`src/rtl/filter_pkg.sv`:
```
// Shared types for the frame-synchronous filter mode scheduler.
package filter_pkg;
  localparam int FILTER_SEL_W = 3;

  typedef enum logic [FILTER_SEL_W-1:0] {
    PASS   = 3'd0,
    MOSAIC = 3'd1,
    RSV2   = 3'd2,
    RSV3   = 3'd3,
    RSV4   = 3'd4
  } filter_mode_e;

  typedef enum logic [1:0] {
    USER = 2'd0,
    PEND = 2'd1,
    OVR  = 2'd2
  } sched_state_e;
endpackage

```
`src/rtl/filter_sched_if.sv`:
```
// Game-FSM request channel into the filter scheduler.
// game_cancel exists only when FILTER_SCHED_CANCEL_EN is defined.
interface filter_sched_if;
  import filter_pkg::*;
  logic                    game_req_valid;
  logic [FILTER_SEL_W-1:0] game_req_mode;
  logic                    game_req_ready;
`ifdef FILTER_SCHED_CANCEL_EN
  logic                    game_cancel;
  modport master (output game_req_valid, game_req_mode, game_cancel, input game_req_ready);
  modport slave  (input game_req_valid, game_req_mode, game_cancel, output game_req_ready);
`else
  modport master (output game_req_valid, game_req_mode, input game_req_ready);
  modport slave  (input game_req_valid, game_req_mode, output game_req_ready);
`endif
endinterface

```
`src/rtl/frame_tick_gen.sv`:
```
// One-cycle pulse at the end of the last active display line.
module frame_tick_gen #(
  parameter int V_LAST = 479
) (
  input  logic       clk,
  input  logic       reset,
  input  logic       DE,
  input  logic [9:0] y_pixel,
  output logic       frame_tick
);
  logic de_q;

  always_ff @(posedge clk or negedge reset) begin
    if (!reset) de_q <= 1'b0;
    else        de_q <= DE;
  end

  assign frame_tick = !DE && de_q && (y_pixel == 10'(V_LAST));
endmodule

```
`src/rtl/filter_sched.sv`:
```
// Arbitrates user button vs game-timed filter overrides; filter_sel changes only at frame ticks.
// Optional cancel path enabled by FILTER_SCHED_CANCEL_EN.
module filter_sched
  import filter_pkg::*;
#(
  parameter int NUM_MODES   = 5,
  parameter int HOLD_FRAMES = 120,
  parameter int V_LAST      = 479
) (
  input  logic                    clk,
  input  logic                    reset,
  input  logic                    DE,
  input  logic [9:0]              y_pixel,
  input  logic                    btn_next,
  filter_sched_if.slave           gif,
  output logic [FILTER_SEL_W-1:0] filter_sel,
  output logic                    override_active,
  output logic [9:0]              frames_left
);
  sched_state_e            state_q, state_d;
  logic [FILTER_SEL_W-1:0] user_q, user_d, sel_q, sel_d, pend_q, pend_d, in_mode;
  logic [9:0]              cnt_q, cnt_d;
  logic                    cflag_q, cflag_d;
  logic                    tick, cancel;

  frame_tick_gen #(.V_LAST(V_LAST)) u_tick (
    .clk(clk), .reset(reset), .DE(DE), .y_pixel(y_pixel), .frame_tick(tick)
  );

`ifdef FILTER_SCHED_CANCEL_EN
  assign cancel = gif.game_cancel;
`else
  assign cancel = 1'b0;
`endif

  assign in_mode = (int'(gif.game_req_mode) >= NUM_MODES) ? '0 : gif.game_req_mode;

  // Ticks read user_q, so a press in the tick cycle shows up one frame later.
  always_comb begin
    user_d = user_q;
    if (btn_next) user_d = (int'(user_q) >= NUM_MODES - 1) ? '0 : user_q + 1'b1;
  end

  always_comb begin
    state_d = state_q;
    sel_d   = sel_q;
    pend_d  = pend_q;
    cnt_d   = cnt_q;
    cflag_d = cflag_q;
    unique case (state_q)
      USER: begin
        if (tick) sel_d = user_q;
        if (gif.game_req_valid) begin
          pend_d  = in_mode;
          state_d = PEND;
        end
      end
      PEND: begin
        if (cancel) begin
          state_d = USER;
          if (tick) sel_d = user_q;
        end else if (tick) begin
          sel_d   = pend_q;
          cnt_d   = 10'(HOLD_FRAMES);
          state_d = OVR;
        end
      end
      OVR: begin
        if (cancel) cflag_d = 1'b1;
        if (tick) begin
          if (cnt_q == 10'd1 || cflag_q) begin
            sel_d   = user_q;
            cnt_d   = '0;
            cflag_d = 1'b0;
            state_d = USER;
          end else begin
            cnt_d = cnt_q - 10'd1;
          end
        end
      end
      default: state_d = USER;
    endcase
  end

  always_ff @(posedge clk or negedge reset) begin
    if (!reset) begin
      state_q <= USER;
      user_q  <= '0;
      sel_q   <= '0;
      pend_q  <= '0;
      cnt_q   <= '0;
      cflag_q <= 1'b0;
    end else begin
      state_q <= state_d;
      user_q  <= user_d;
      sel_q   <= sel_d;
      pend_q  <= pend_d;
      cnt_q   <= cnt_d;
      cflag_q <= cflag_d;
    end
  end

  assign gif.game_req_ready = (state_q == USER);
  assign filter_sel         = sel_q;
  assign override_active    = (state_q == OVR);
  assign frames_left        = cnt_q;
endmodule

```
`src/flat_wrapper.sv`:
```
// flat-port wrapper written by rule: the top's interface ports become plain ports
module filter_sched_flat import filter_pkg::*;
#(
  parameter int NUM_MODES   = 5,
  parameter int HOLD_FRAMES = 120,
  parameter int V_LAST      = 479
)
  (clk, reset, DE, y_pixel, btn_next, filter_sel, override_active, frames_left, gif_game_req_valid, gif_game_req_mode, gif_game_req_ready);
  filter_sched_if gif_i ();
  input  logic clk;
  input  logic reset;
  input  logic DE;
  input  logic [9:0] y_pixel;
  input  logic btn_next;
  output logic [FILTER_SEL_W-1:0] filter_sel;
  output logic override_active;
  output logic [9:0] frames_left;
  input wire logic [$bits(gif_i.game_req_valid)-1:0] gif_game_req_valid;
  input wire logic [$bits(gif_i.game_req_mode)-1:0] gif_game_req_mode;
  output wire logic [$bits(gif_i.game_req_ready)-1:0] gif_game_req_ready;
  assign gif_i.game_req_valid = gif_game_req_valid;
  assign gif_i.game_req_mode = gif_game_req_mode;
  assign gif_game_req_ready = gif_i.game_req_ready;
  filter_sched #(.NUM_MODES(NUM_MODES), .HOLD_FRAMES(HOLD_FRAMES), .V_LAST(V_LAST)) u_core (.clk(clk), .reset(reset), .DE(DE), .y_pixel(y_pixel), .btn_next(btn_next), .gif(gif_i), .filter_sel(filter_sel), .override_active(override_active), .frames_left(frames_left));
endmodule
```
`config.mk`:
```
export PLATFORM = sky130hd
export DESIGN_NAME = filter_sched_flat
export DESIGN_NICKNAME = d
export VERILOG_FILES = /design/src/rtl/filter_pkg.sv /design/src/rtl/filter_sched_if.sv /design/src/rtl/frame_tick_gen.sv /design/src/rtl/filter_sched.sv /design/src/flat_wrapper.sv
export SDC_FILE = /design/constraint.sdc
export NUM_CORES = 1
export LEC_CHECK = 0
export CAP_MARGIN = 0
export CORE_MARGIN = 2
export CORE_UTILIZATION = 25
export DETAILED_ROUTE_END_ITERATION = 6
export MAX_ROUTING_LAYER = met4
export PLACE_DENSITY_LB_ADDON = 0.2
export SLEW_MARGIN = 5
export SYNTH_ARGS = -nofsm -noshare
export SYNTH_HDL_FRONTEND = slang
export SYNTH_SLANG_ARGS = --single-unit
```
`constraint.sdc`:
```
create_clock -name clk -period 3 [get_ports clk]
set_clock_uncertainty 0.1 [all_clocks]
set_input_delay 0.45 -clock clk [delete_from_list [all_inputs] [get_ports clk]]
set_output_delay 0.45 -clock clk [all_outputs]
set_load 0.02 [all_outputs]
```
==> results.toml <==
[status]
status = "completed"

[cells_and_area]
antennaDiodeCount = 0
n_fill_cell = 535
final_cell_mix = "clkdlybuf4s50_1, dfrtp_1, o21ai_0"
layout-drive-gt1-share_pct = 14.0
fin_nets = 192
multi_input_area_um2 = 714
area_delta_synth_final_pct = 37.1
seq_area_um2 = 551
final_common_cell = "clkdlybuf4s50_1"
fin_area_um2 = 1790

[logic_synthesis]
avgSynthCellArea_um2 = 10.2
synth_fp_nets = 155
synth-edff-count = 0
seq_area_frac_synth_pct = 42.3
yosysTopAreaCellShare_pct = 42.3
yosys_most_used_dff = "dfrtp_1"
synth-seq-cells = 22
yosysWarnings = 0
synth_area_um2 = 1300
syn_inst = 128
async_reset_ff_share_pct = 100
yosysUniqueCellTypes = 42
synth_top_area_cell = "dfrtp_1"
synth_area_leaders = "dfrtp_1, ha_1, o21ai_0"

[min_path]
hp-class = "reg -> reg"
holdPathStages = 2

[timing]
maxSlewViolCount = 0
rsz0062_at_grt = "no"
post-route-period-util_pct = 79.8
finalHoldViolations = 0
relSlewSlack_pct = 60.2
fin_crit_ps = 2390
clock.fmax_ghz = 0.418
setup_tns_ps = 0
setup_viol = 0
tightest_slew_ps = 598

[clocking]
clock_sinks = 22
numCtsBuffers = 3
postCtsSetupRepairBufs = 0
post_cts_resized = 0
worstSkewPairLatency_ps = 260
cts_tree = "done"
cts_root_buffer = "clkbuf_8"
postCtsHoldBufs = 0
clockBufferDepth = 2
clkSlewWorstSetupHoldPaths_ps = 90
cts.htree.levels = 1

[die]
dieHeight_um = 76.2
io_pins = 33
core.rowCount = 26
die_w_um = 76.2
start_util_pct = 25.7
core-area_um2 = 5070
die-area_um2 = 5800

[placement]
dp_hpwl_mm = 2.29
placed_area_um2 = 1710
routabilityCongestion = 0.737
port_buffers = 32

[flow_run]
cap_violations = 0

[route]
drtIter0Drc = 41
ant_nets = 0
drtPass1Iterations = 4
vias = 1074
routed_wl_mm = 2.97
drc = 0
vias_per_cell = 4.59
wl_per_cell_um = 12.7

[grt]
grt_usage_pct = 11.0
grt_pass1_vias = 1094
grt.overflow.total = 0
grt_max_degree = 23
grt_antenna_before_repair = 0
grt_pass1_wl_mm = 5.13

[power_and_ir_drop]
power.density_nw_per_um2 = 849
ir_worst_vdd_mv = 0.381
power_leakage_nw = 0.712

[setup_path]
crit_path_start_kind = "flop"
critPathRequiredTime_ps = 2450
end_kind = "output pin"
worstRegToRegCells = 7
criticalPathCategory = "reg -> out"
cp_max_fo = 9
arrival_ps = 1840
-- cell usage after synthesis (2+ instances only) --
master / number
dfrtp_1: 22
o21ai_0: 15
nand2_1: 12
nor2_1: 10
ha_1: 9
inv_1: 9
mux2_2: 4
a21oi_1: 3
and4b_2: 3
xnor2_1: 3
a21boi_0: 2
nand2b_1: 2
nand3_1: 2
nand3b_1: 2
nor3_1: 2
nor4_1: 2
-- routing by layer --
metal,part of all wire (%),vias to the layer above,track usage [%]
li1,-,527,-
met1,46,520,13.8
met2,49,25,17.8
met3,4.7,2,2.84
met4,0.57,0,3.09
met5,0,-,-
-- critical path, stage by stage, from the launching register on --
cell	delay (ps)
dfrtp_1	440
inv_1	100
ha_1	350
clkdlybuf4s50_1	680
-- power by group --
| group | internal [W] | switching (W) | total, W |
|---|---|---|---|
| sequential | 0.000388 | 0.0000958 | 0.000484 |
| clock | 0.000178 | 0.000105 | 0.000284 |
| combinational | 0.000352 | 0.000397 | 0.000749 |
-- area by class of cell --
class	instances	share of cell area, %
timing repair buffer	33	18.4
clock buffer	3	2.31
inverter	9	1.89
tap	70	4.91
sequential	22	30.8
multi-input combinational	96	40.0
clock inverter	1	1.68
-- worst paths after layout --
kind / from / end / slack, ps
min in group asynchronous: reset / u_core.frames_left[0] / 430
worst max register to register: u_core.state_q[0] / u_core.frames_left[7] / 840
max in group asynchronous: reset / u_core.filter_sel[2] / 2130
worst min register to register: u_core.pend_q[0] / u_core.pend_q[0] / 390
worst min-delay path: u_core.pend_q[0] / u_core.pend_q[0] / 390
worst max-delay path: u_core.state_q[0] / override_active / 610
-- flip-flops by register name (all words and copies together), names as in the netlist --
register            flops
u_core.user_q           3
u_core.state_q          2
u_core.pend_q           3
u_core.u_tick.de_q      1
u_core.frames_left     10
u_core.filter_sel       3
-- stage by stage --
stage                     utilization, %  hold WS [ps]  power, W  std cells  setup WS, ps
final                               35.2           387   0.00152        234           606
after CTS                           35.2           396   0.00153        234           616
after global routing                35.2           429   0.00164        234           511
after detailed placement            33.8           375   0.00124        230           587
after floorplan                        -          54.4  0.000977        128          1100
after global placement              33.8           374   0.00122        230           638
-- cell families (layout without fill, tap and decap cells) --
logic type | count (synthesis) | count (layout) | synth area share, %
AO/OA/AOI/OAI | 30 | 30 | 15.6
adder cells (fa/ha/maj) | 9 | 9 | 8.65
XOR/XNOR | 4 | 4 | 2.69
multiplexers | 6 | 6 | 5.38
AND/OR/NAND/NOR | 47 | 47 | 22.6
flip-flops | 22 | 22 | 42.3
buffers and inverters | 10 | 46 | 2.88
Power figures use the tool's default switching activity.
